===== src/rtl/branch_ckpt_stack_pkg.sv =====
// branch_ckpt_stack_pkg: shared sizes, checkpoint entry layout and one-hot helpers.
package branch_ckpt_stack_pkg;
  localparam int NUM_CKPT = 4;
  localparam int ALLOC_W = 2;
  localparam int RES_W = 2;
  localparam int ROB_IDX_W = 5;
  localparam int LSQ_IDX_W = 4;
  localparam int NUM_PHYS = 64;
  localparam int NUM_ARCH = 32;
  localparam int PREG_W = 6;
  localparam int CNT_W = $clog2(NUM_CKPT + 1);
  localparam int IDX_W = $clog2(NUM_CKPT);
  typedef struct packed {
    logic valid;
    logic [NUM_CKPT-1:0] dep_mask;
    logic [31:0] pc;
    logic [ROB_IDX_W-1:0] rob_tail;
    logic [LSQ_IDX_W-1:0] lsq_tail;
    logic [NUM_PHYS-1:0] free_list;
    logic [NUM_ARCH*PREG_W-1:0] map_table;
  } ckpt_entry_t;
  function automatic logic [NUM_CKPT-1:0] lowest_one(input logic [NUM_CKPT-1:0] v);
    return v & (~v + 1'b1);
  endfunction
  function automatic logic [IDX_W-1:0] onehot_idx(input logic [NUM_CKPT-1:0] v);
    logic [IDX_W-1:0] idx;
    idx = '0;
    for (int i = 0; i < NUM_CKPT; i++)
      if (v[i]) idx = idx | IDX_W'(i);
    return idx;
  endfunction
endpackage


===== src/rtl/branch_ckpt_stack_alloc_sel.sv =====
// ckpt_alloc_sel: in-order multi-grant selector handing out the lowest free slots.
module ckpt_alloc_sel #(
  parameter int N = 4,
  parameter int A = 2
) (
  input  logic         en,
  input  logic [N-1:0] free_vec,
  input  logic [A-1:0] req,
  output logic [A-1:0] gnt,
  output logic [A*N-1:0] tag
);
  logic [N-1:0] avail;
  logic ok;
  always_comb begin
    avail = free_vec;
    ok = en;
    gnt = '0;
    tag = '0;
    for (int k = 0; k < A; k++)
      if (req[k]) begin
        if (ok && |avail) begin
          tag[k*N +: N] = avail & (~avail + 1'b1);
          avail = avail & ~tag[k*N +: N];
          gnt[k] = 1'b1;
        end else ok = 1'b0;
      end
  end
endmodule


===== src/rtl/branch_ckpt_stack.sv =====
// branch_ckpt_stack: checkpoint slot allocation, dependency tracking and
// same-cycle restore/squash on the oldest mispredicting branch.
module branch_ckpt_stack
  import branch_ckpt_stack_pkg::*;
(
  input  logic clock,
  input  logic reset,
  input  logic [ALLOC_W-1:0] alloc_req,
  input  logic [ALLOC_W*32-1:0] alloc_pc,
  input  logic [ALLOC_W*ROB_IDX_W-1:0] alloc_rob_tail,
  input  logic [ALLOC_W*LSQ_IDX_W-1:0] alloc_lsq_tail,
  input  logic [ALLOC_W*NUM_PHYS-1:0] alloc_free_list,
  input  logic [ALLOC_W*NUM_ARCH*PREG_W-1:0] alloc_map_table,
  output logic [ALLOC_W-1:0] alloc_gnt,
  output logic [ALLOC_W*NUM_CKPT-1:0] alloc_tag,
  input  logic [RES_W-1:0] res_valid,
  input  logic [RES_W*NUM_CKPT-1:0] res_tag,
  input  logic [RES_W-1:0] res_mispred,
  output logic [NUM_CKPT-1:0] live_mask,
  output logic [CNT_W-1:0] free_count,
  output logic [NUM_CKPT-1:0] clear_mask,
  output logic [NUM_CKPT-1:0] squash_mask,
  output logic restore_valid,
  output logic [31:0] restore_pc,
  output logic [ROB_IDX_W-1:0] restore_rob_tail,
  output logic [LSQ_IDX_W-1:0] restore_lsq_tail,
  output logic [NUM_PHYS-1:0] restore_free_list,
  output logic [NUM_ARCH*PREG_W-1:0] restore_map_table
);
  ckpt_entry_t [NUM_CKPT-1:0] slot_q, slot_d;
  logic [CNT_W-1:0] free_count_q, free_count_d;
  logic [NUM_CKPT-1:0] valid, mis_set, m_tag, kill, lower;
  logic [RES_W-1:0] eff;
  logic [IDX_W-1:0] m_idx;
  logic [NUM_CKPT-1:0] rtag;
  always_comb
    for (int i = 0; i < NUM_CKPT; i++) valid[i] = slot_q[i].valid;
  assign live_mask = valid;
  assign free_count = free_count_q;
  always_comb begin
    eff = '0;
    mis_set = '0;
    m_tag = '0;
    restore_valid = 1'b0;
    clear_mask = '0;
    rtag = '0;
    for (int r = 0; r < RES_W; r++) begin
      eff[r] = res_valid[r] && |(res_tag[r*NUM_CKPT +: NUM_CKPT] & valid);
      if (eff[r] && res_mispred[r]) mis_set = mis_set | res_tag[r*NUM_CKPT +: NUM_CKPT];
    end
    // The oldest mispredict is the one that depends on no other mispredicting tag.
    for (int r = 0; r < RES_W; r++) begin
      rtag = res_tag[r*NUM_CKPT +: NUM_CKPT];
      if (!restore_valid && eff[r] && res_mispred[r] &&
          !(|(slot_q[onehot_idx(rtag)].dep_mask & mis_set))) begin
        restore_valid = 1'b1;
        m_tag = lowest_one(rtag);
      end
    end
    m_idx = onehot_idx(m_tag);
    for (int i = 0; i < NUM_CKPT; i++)
      squash_mask[i] = restore_valid && (m_tag[i] || (valid[i] && |(slot_q[i].dep_mask & m_tag)));
    for (int r = 0; r < RES_W; r++)
      if (eff[r] && !res_mispred[r]) clear_mask = clear_mask | res_tag[r*NUM_CKPT +: NUM_CKPT];
    clear_mask = clear_mask & valid & ~squash_mask;
    kill = squash_mask | clear_mask;
  end
  assign restore_pc = restore_valid ? slot_q[m_idx].pc : '0;
  assign restore_rob_tail = restore_valid ? slot_q[m_idx].rob_tail : '0;
  assign restore_lsq_tail = restore_valid ? slot_q[m_idx].lsq_tail : '0;
  assign restore_free_list = restore_valid ? slot_q[m_idx].free_list : '0;
  assign restore_map_table = restore_valid ? slot_q[m_idx].map_table : '0;
  ckpt_alloc_sel #(.N(NUM_CKPT), .A(ALLOC_W)) u_alloc_sel (
    .en(!restore_valid),
    .free_vec(~valid),
    .req(alloc_req),
    .gnt(alloc_gnt),
    .tag(alloc_tag)
  );
  always_comb begin
    slot_d = slot_q;
    lower = '0;
    free_count_d = '0;
    for (int i = 0; i < NUM_CKPT; i++) begin
      if (kill[i]) slot_d[i].valid = 1'b0;
      slot_d[i].dep_mask = slot_q[i].dep_mask & ~kill;
    end
    for (int k = 0; k < ALLOC_W; k++)
      if (alloc_gnt[k]) begin
        slot_d[onehot_idx(alloc_tag[k*NUM_CKPT +: NUM_CKPT])].valid = 1'b1;
        slot_d[onehot_idx(alloc_tag[k*NUM_CKPT +: NUM_CKPT])].dep_mask = (valid & ~kill) | lower;
        slot_d[onehot_idx(alloc_tag[k*NUM_CKPT +: NUM_CKPT])].pc = alloc_pc[k*32 +: 32];
        slot_d[onehot_idx(alloc_tag[k*NUM_CKPT +: NUM_CKPT])].rob_tail = alloc_rob_tail[k*ROB_IDX_W +: ROB_IDX_W];
        slot_d[onehot_idx(alloc_tag[k*NUM_CKPT +: NUM_CKPT])].lsq_tail = alloc_lsq_tail[k*LSQ_IDX_W +: LSQ_IDX_W];
        slot_d[onehot_idx(alloc_tag[k*NUM_CKPT +: NUM_CKPT])].free_list = alloc_free_list[k*NUM_PHYS +: NUM_PHYS];
        slot_d[onehot_idx(alloc_tag[k*NUM_CKPT +: NUM_CKPT])].map_table = alloc_map_table[k*NUM_ARCH*PREG_W +: NUM_ARCH*PREG_W];
        lower = lower | alloc_tag[k*NUM_CKPT +: NUM_CKPT];
      end
    for (int i = 0; i < NUM_CKPT; i++)
      if (!slot_d[i].valid) free_count_d = free_count_d + 1'b1;
  end
  always_ff @(posedge clock)
    if (reset) begin
      slot_q <= '0;
      free_count_q <= CNT_W'(NUM_CKPT);
    end else begin
      slot_q <= slot_d;
      free_count_q <= free_count_d;
    end
endmodule


===== config.mk =====
export PLATFORM = sky130hd
export DESIGN_NAME = branch_ckpt_stack
export DESIGN_NICKNAME = d
export VERILOG_FILES = /design/src/rtl/branch_ckpt_stack_pkg.sv /design/src/rtl/branch_ckpt_stack_alloc_sel.sv /design/src/rtl/branch_ckpt_stack.sv
export SDC_FILE = /design/constraint.sdc
export NUM_CORES = 2
export LEC_CHECK = 0
export BUFFER_PORTS_ARGS = -buffer_cell sky130_fd_sc_hd__buf_2
export CAP_MARGIN = 30
export CORE_AREA = 5 5 364 366
export DETAILED_ROUTE_END_ITERATION = 10
export DIE_AREA = 0 0 369 371
export GPL_TIMING_DRIVEN = 0
export PLACE_DENSITY = 0.66
export SKIP_CTS_REPAIR_TIMING = 1
export SLEW_MARGIN = 20
export SYNTH_ARGS = -nofsm -noshare
export SYNTH_HDL_FRONTEND = slang
export SYNTH_HIERARCHICAL = 1
export SYNTH_SLANG_ARGS = --single-unit

===== constraint.sdc =====
create_clock -name clock -period 16.9 [get_ports clock]
set_input_delay 2.535 -clock clock [delete_from_list [all_inputs] [get_ports clock]]
set_output_delay 2.535 -clock clock [all_outputs]
set_load 0.03 [all_outputs]

# Word-level counts from Yosys, hierarchy flattened
# Cells that the tools add are included.
# word_totals
ff_bits,1211
in_bits,610
out_inout_bits,323
word_cells,218
# op_classes
add_sub_neg,7
order_cmp,7
mux,101
n_bitwise,32
n_reduce_logical,42
# ops
op,n
1208-bit bitwise mux,14
302-bit demux with 2-bit select,14
1208-bit 2-to-1 mux,2
302-bit binary-select mux with 2-bit select,3
301-bit 2-to-1 mux,4
297-bit 2-to-1 mux,3
302-bit 2-to-1 mux,2
192-bit 2-to-1 mux,3
265-bit 2-to-1 mux,2
260-bit 2-to-1 mux,2
256-bit 2-to-1 mux,2
4-bit AND,20
64-bit 2-to-1 mux,1
4-bit 2-to-1 mux,14
4-bit OR reduction,10
32-bit 2-to-1 mux,1
4-bit inverter,8
2-bit 2-to-1 mux,12
1-bit logical AND,22
1-bit 2-to-1 mux,18
4-bit by 1-bit adder with 4-bit output (second input constant),4
4-bit bitwise OR,4
2-bit by 3-bit less-than comparator with 1-bit output (second input constant),5
3-bit by 1-bit adder with 3-bit output (second input constant),3
other kinds (5),16

# Longest topological paths before layout
# depth
word_depth,52
depth_mapped,29
mapped_depth_nobuf,24

# Modules after synthesis
# Netlist, hierarchy kept.
# modules_own_cells
mod,instances,cells_each,area_per_inst_um2,seq_area_each_um2
branch_ckpt_stack,1,7968,60280.3,24243.3
ckpt_alloc_sel,1,30,187.7,0.0

# Worst setup path before layout
# Ideal clock, no wire load.
# synth_timing
path_kind,input to output
from,input port res_tag[5]
to,output port alloc_gnt[1]
arrival_time_ns,5.967
required_ns,14.365
slack_ns,8.398
path_stages,14
n_path_buf,4
path_cell_list,buf_4 > mux2_1 > o22a_1 > o221ai_1 > o2111a_1 > buf_4 > inv_1 > nand2_1 > buf_2 > clkbuf_1 > inv_1 > nand2_1 > nor3_1 > nor4_1
# synth_via
elab_chain_cells,23
elab_cells_between_ends,34
classes_between,mux (14); bitwise (4); reduce/logical (16)
# synth_rtl
item,line_no,text
start: declaration,branch_ckpt_stack.sv:17,"input logic [RES_W*NUM_CKPT-1:0] res_tag,"
4-bit AND,branch_ckpt_stack.sv:48,eff[r] = res_valid[r] && |(res_tag[r*NUM_CKPT +: NUM_CKPT] & valid);
4-bit OR reduction,branch_ckpt_stack.sv:48,
1-bit logical AND,branch_ckpt_stack.sv:48,
1-bit logical AND,branch_ckpt_stack.sv:49,if (eff[r] && res_mispred[r]) mis_set = mis_set | res_tag[r*NUM_CKPT +: NUM_CKPT];
4-bit 2-to-1 mux,branch_ckpt_stack.sv:49,
4-bit AND,branch_ckpt_stack.sv:55,!(|(slot_q[onehot_idx(rtag)].dep_mask & mis_set))) begin
4-bit OR reduction,branch_ckpt_stack.sv:55,
1-bit logical NOT,branch_ckpt_stack.sv:55,
(+7 left out),-,
via restore_valid,branch_ckpt_stack.sv:23,"output logic restore_valid,"
1-bit logical NOT (*),branch_ckpt_stack.sv:74,".en(!restore_valid),"
1-bit logical AND,branch_ckpt_stack_alloc_sel.sv:21,if (ok && |avail) begin
4-bit 2-to-1 mux,branch_ckpt_stack_alloc_sel.sv:21,
4-bit 2-to-1 mux,branch_ckpt_stack_alloc_sel.sv:20,if (req[k]) begin
4-bit OR reduction,branch_ckpt_stack_alloc_sel.sv:21,
1-bit logical AND (*),branch_ckpt_stack_alloc_sel.sv:21,
1-bit 2-to-1 mux (*),branch_ckpt_stack_alloc_sel.sv:21,
1-bit 2-to-1 mux (*),branch_ckpt_stack_alloc_sel.sv:20,
end: declaration,branch_ckpt_stack.sv:14,"output logic [ALLOC_W-1:0] alloc_gnt,"
# Mark *: on every way through the listed nets, which the timed path passes. The rest lies on a longest branch. The select of a mux whose other input is x is not followed.

# Worst setup path in the final report
# layout_timing
from,input port res_tag[1]
to,output port restore_free_list[20]
# layout_via
elab_chain_cells,23
elab_cells_between_ends,36
classes_between,add/sub (1); mux (17); bitwise (6); reduce/logical (12)
# layout_rtl
item,line_no,text
4-bit AND,branch_ckpt_stack.sv:48,
4-bit OR reduction,branch_ckpt_stack.sv:48,
1-bit logical AND,branch_ckpt_stack.sv:48,
1-bit logical AND,"branch_ckpt_stack.sv:49, branch_ckpt_stack.sv:54",
4-bit 2-to-1 mux,branch_ckpt_stack.sv:49,
4-bit bitwise OR,branch_ckpt_stack.sv:49,
4-bit 2-to-1 mux,branch_ckpt_stack.sv:49,
4-bit AND,branch_ckpt_stack.sv:55,
(+4 left out),-,
1-bit logical NOT,branch_ckpt_stack.sv:54,if (!restore_valid && eff[r] && res_mispred[r] &&
1-bit logical AND (3 in a row),branch_ckpt_stack.sv:54,
4-bit 2-to-1 mux,branch_ckpt_stack.sv:54,
1-bit 2-to-1 mux,branch_ckpt_stack_pkg.sv:29,if (v[i]) idx = idx | IDX_W'(i);
2-bit 2-to-1 mux (2 in a row),branch_ckpt_stack_pkg.sv:29,
302-bit binary-select mux with 2-bit select,branch_ckpt_stack.sv:71,assign restore_free_list = restore_valid ? slot_q[m_idx].free_list : '0;
297-bit 2-to-1 mux,-,
64-bit 2-to-1 mux (*),branch_ckpt_stack.sv:71,
end: declaration,branch_ckpt_stack.sv:27,"output logic [NUM_PHYS-1:0] restore_free_list,"
# Every way passes the cells marked *; elsewhere a longest branch is shown, timed or not. The select of a mux whose other input is x is not followed.

==> summary.txt <==
Run status
  – Outcome: finished clean

Global routing
  – Initial antenna violation count: roughly 180
  – Global Route Usage Sum: 0.436
  – Pin count of the biggest net entering global routing: 17
  – First-pass GRT wire length: 453 mm
  – Vias in the first global route: 67900
  – GRT overflow: 0

Setup path
  – R2R Path End: slot_q[811]
  – Most frequent CP cell: buf_2
  – Critical path peak fanout: 10
  – Slowest stage delay, CP: 0.97 ns
  – Reg2reg start: live_mask[0]
  – CP Buf/Inv Count: 6
  – Setup crit start kind: input pin
  – WS Path Type: in -> out
  – Critical path capture point type: primary output
  – CP Launch Point: res_tag[1]
  – FF-to-FF path depth: 23
  – CP max-delay cell: a31oi_1
  – Arrival @ worst endpoint: 7.72 ns
  – Cell Chain, Critical Path: buf_2, buf_6, a22oi_2, a21oi_2, a21oi_1, o22a_1, o2111a_1, buf_4, a31oi_2, nand2_1, buf_2, buf_2, nand2_1, a31oi_1, buf_2
  – Worst EP required: 14.37 ns
  – R2r setup slk: 10.43 ns
  – Crit path max-delay family: compound AO/OA/AOI/OAI gates

Placement
  – Input/output buffers: just over 900
  – Final HPWL DP: 228 mm
  – RePlAce Congestion: 0.981
  – Setup WS pre-CTS: just over 7 ns
  – Placed cell area: between 60000 and 70000 um2

Power and ir drop
  – Reg power frac: 0.409
  – Pwr per Cell Area: 110 nW/um2
  – Sw Ratio: 0.325
  – Clock power share: 0.393
  – Internal: around 5.4 mW
  – Net Sw Power: between 2 and 3 mW
  – Pleak: roughly 28 nW
  – Logic pwr share: 0.198
  – VDD IR max: about 0.00012 V

CTS
  – CTS clk-pin slew, worst paths: 0.05 ns
  – H-tree Lvls: 4
  – CTS Buf Count: 141
  – Worst-case clock buffer depth: 3
  – CTS tree: done
  – Root Driver: clkbuf_16
  – CTS Sinks: 1211
  – Clock Latency Late Sink: ~0.80 ns

Layout
  – Most frequent cells in the layout: nand2_1 (2408), nor2_1 (1221), dfxtp_1 (1211)
  – Final Util: 0.564
  – Fill cell count: between 10000 and 15000
  – Post-layout instance area: 72600 um2
  – Fin nets: 9711
  – Layout cell share with drive strength beyond 1: 0.152
  – Commonest non-fill, non-tap cell in the layout: nand2_1
  – Area grow syn2layout: 20.1%

Detailed routing
  – Number of vias per cell: 6.56
  – DR iter-0 viols: 10000
  – Post-DRT Antenna Nets: 0
  – DR DRC count: 0
  – TritonRoute pass-1 iters: 7
  – Vias: 72300
  – Final WL: roughly 320 mm
  – Avg WL per Cell: 28.7 um

Timing
  – Setup TNS Final: 0 ns
  – Fin worst setup slack: 6.64 ns
  – Setup violators final: 0
  – Final slew viol count: 0
  – Clk_skew: 0.0281 ns
  – Worst-Margin Slew: 1.22 ns
  – Fmax: just under 0.1 GHz
  – Min Tclk post-route: 10.26 ns
  – Final worst-path cycle share: 0.607
  – RSZ-0062 raised after global routing: no
  – Slew margin rel.: 0.182
  – Hold Violations, Final: 0

Synth
  – EDFF count, synth: 0
  – Syn nets: about 8600
  – Mean Syn Cell Area: between 7 and 8 um2
  – Register area share after synthesis: 0.401
  – Main flop type after synthesis: dfxtp_1
  – Mapped Cells: 7998
  – Ys Warns: 6
  – Post-synth ARST share: 0
  – Synthesized area: ~60000 um2
  – Flops & latches, synth: 1211
  – Post-synthesis cell type count: 72

Min path
  – Hold path depth: 2
  – Worst hold endpoint: slot_q[791]
  – Hold wc startpoint: slot_q[791]
  – Hold Crit Class: reg -> reg

Floorplan
  – Starting Density: 0.469
  – Die X: between 300 and 400 um
  – Die area: around 140000 um2
  – Die Y: between 300 and 400 um
  – Core ar.: 129000 um2
  – I/O pin count: 933
  – # rows: about 130

Run
  – Maxcap violations: 0
[metrics by stage]
| step | hold WS [ns] | cells | power [mW] |
|---|---|---|---|
| after detailed placement | 0.469 | 10600 | 4.84 |
| after global routing | 0.495 | 11000 | 8.23 |
| after global placement | 0.467 | 10600 | 4.81 |
| after floorplan | 0.458 | 7998 | 4.17 |
| after CTS | 0.482 | 10900 | 7.94 |
| final | 0.482 | 11000 | 8.02 |
[worst max-delay path by stage]
stage / slack (ns) / depth (start not counted) / end
6_report: 6.64 / 15 / restore_free_list[20]
5_1_grt: 6.98 / 15 / restore_free_list[20]
4_1_cts: 7.12 / 15 / restore_free_list[20]
3_5_place_dp: 7.12 / 15 / restore_free_list[20]
3_3_place_gp: 6.65 / 20 / slot_q[91]
2_1_floorplan: 8.40 / 14 / alloc_gnt[1]
[cell usage after synthesis, types with 6 or more instances]
cell type,n,area (um2)
nand2_1,2408,9040
dfxtp_1,1211,24200
mux2i_1,313,3130
buf_2,151,756
buf_1,54,203
o221ai_1,299,2620
nor3_1,19,95.1
clkbuf_1,630,2360
nor2b_1,8,50.1
inv_1,17,63.8
a31oi_1,301,1880
nor2_1,1221,4580
nand2b_1,7,43.8
a211oi_1,299,2240
a311oi_1,892,7810
o21ai_0,6,30.0
a21oi_1,21,105
and2_1,8,50.1
nand3_1,10,50.1
a22oi_1,7,52.6
a22o_1,12,105
buf_4,11,82.6
[kinds of logic after synthesis]
logic type	synth area share
flops	0.401
buf+inv	0.0580
simple gates	0.233
xor+xnor	0.000145
fa+ha+maj	0.000786
compound gates	0.254
mux	0.0526
[worst register-to-register path: cells and delay by family, from the launching register on]
family | cells | cell delay (ns)
compound gates | 7 | 1.61
buf+inv | 9 | 3.41
flops | 1 | 0.31
simple gates | 7 | 1.06
[sequential cells by signal, summed over array words and instances (netlist names)]
signal / flops
free_count: 3
live_mask: 4
slot_q: 1204
[power groups by stage]
stage / clock network, mW / logic, mW / registers, mW
after floorplan: 0 / 0.874 / 3.30
after global placement: 0 / 1.48 / 3.32
after detailed placement: 0 / 1.52 / 3.33
after CTS: 3.14 / 1.52 / 3.27
after global routing: 3.26 / 1.67 / 3.30
final: 3.15 / 1.59 / 3.28
[final cells by class]
type	count	area [um2]	share of cell area
Tap cell	1675	2100	0.0289
Buffer	849	3480	0.0479
Clock inverter	33	305	0.00420
Antenna cell	145	363	0.00500
Timing Repair Buffer	957	5000	0.0688
Multi-Input combinational cell	5920	32700	0.451
Inverter	18	67.6	0.000930
Sequential cell	1211	24200	0.334
Clock buffer	214	4350	0.0599
[metal layers]
layer	up-vias	part of all wire	global-route usage
met5	-	0.0010	0
met4	52	0.087	0.329
met3	1294	0.14	0.159
met2	5491	0.42	0.633
met1	34300	0.36	0.527
li1	31200	-	-
No activity file was read; power rests on OpenSTA's default activity.
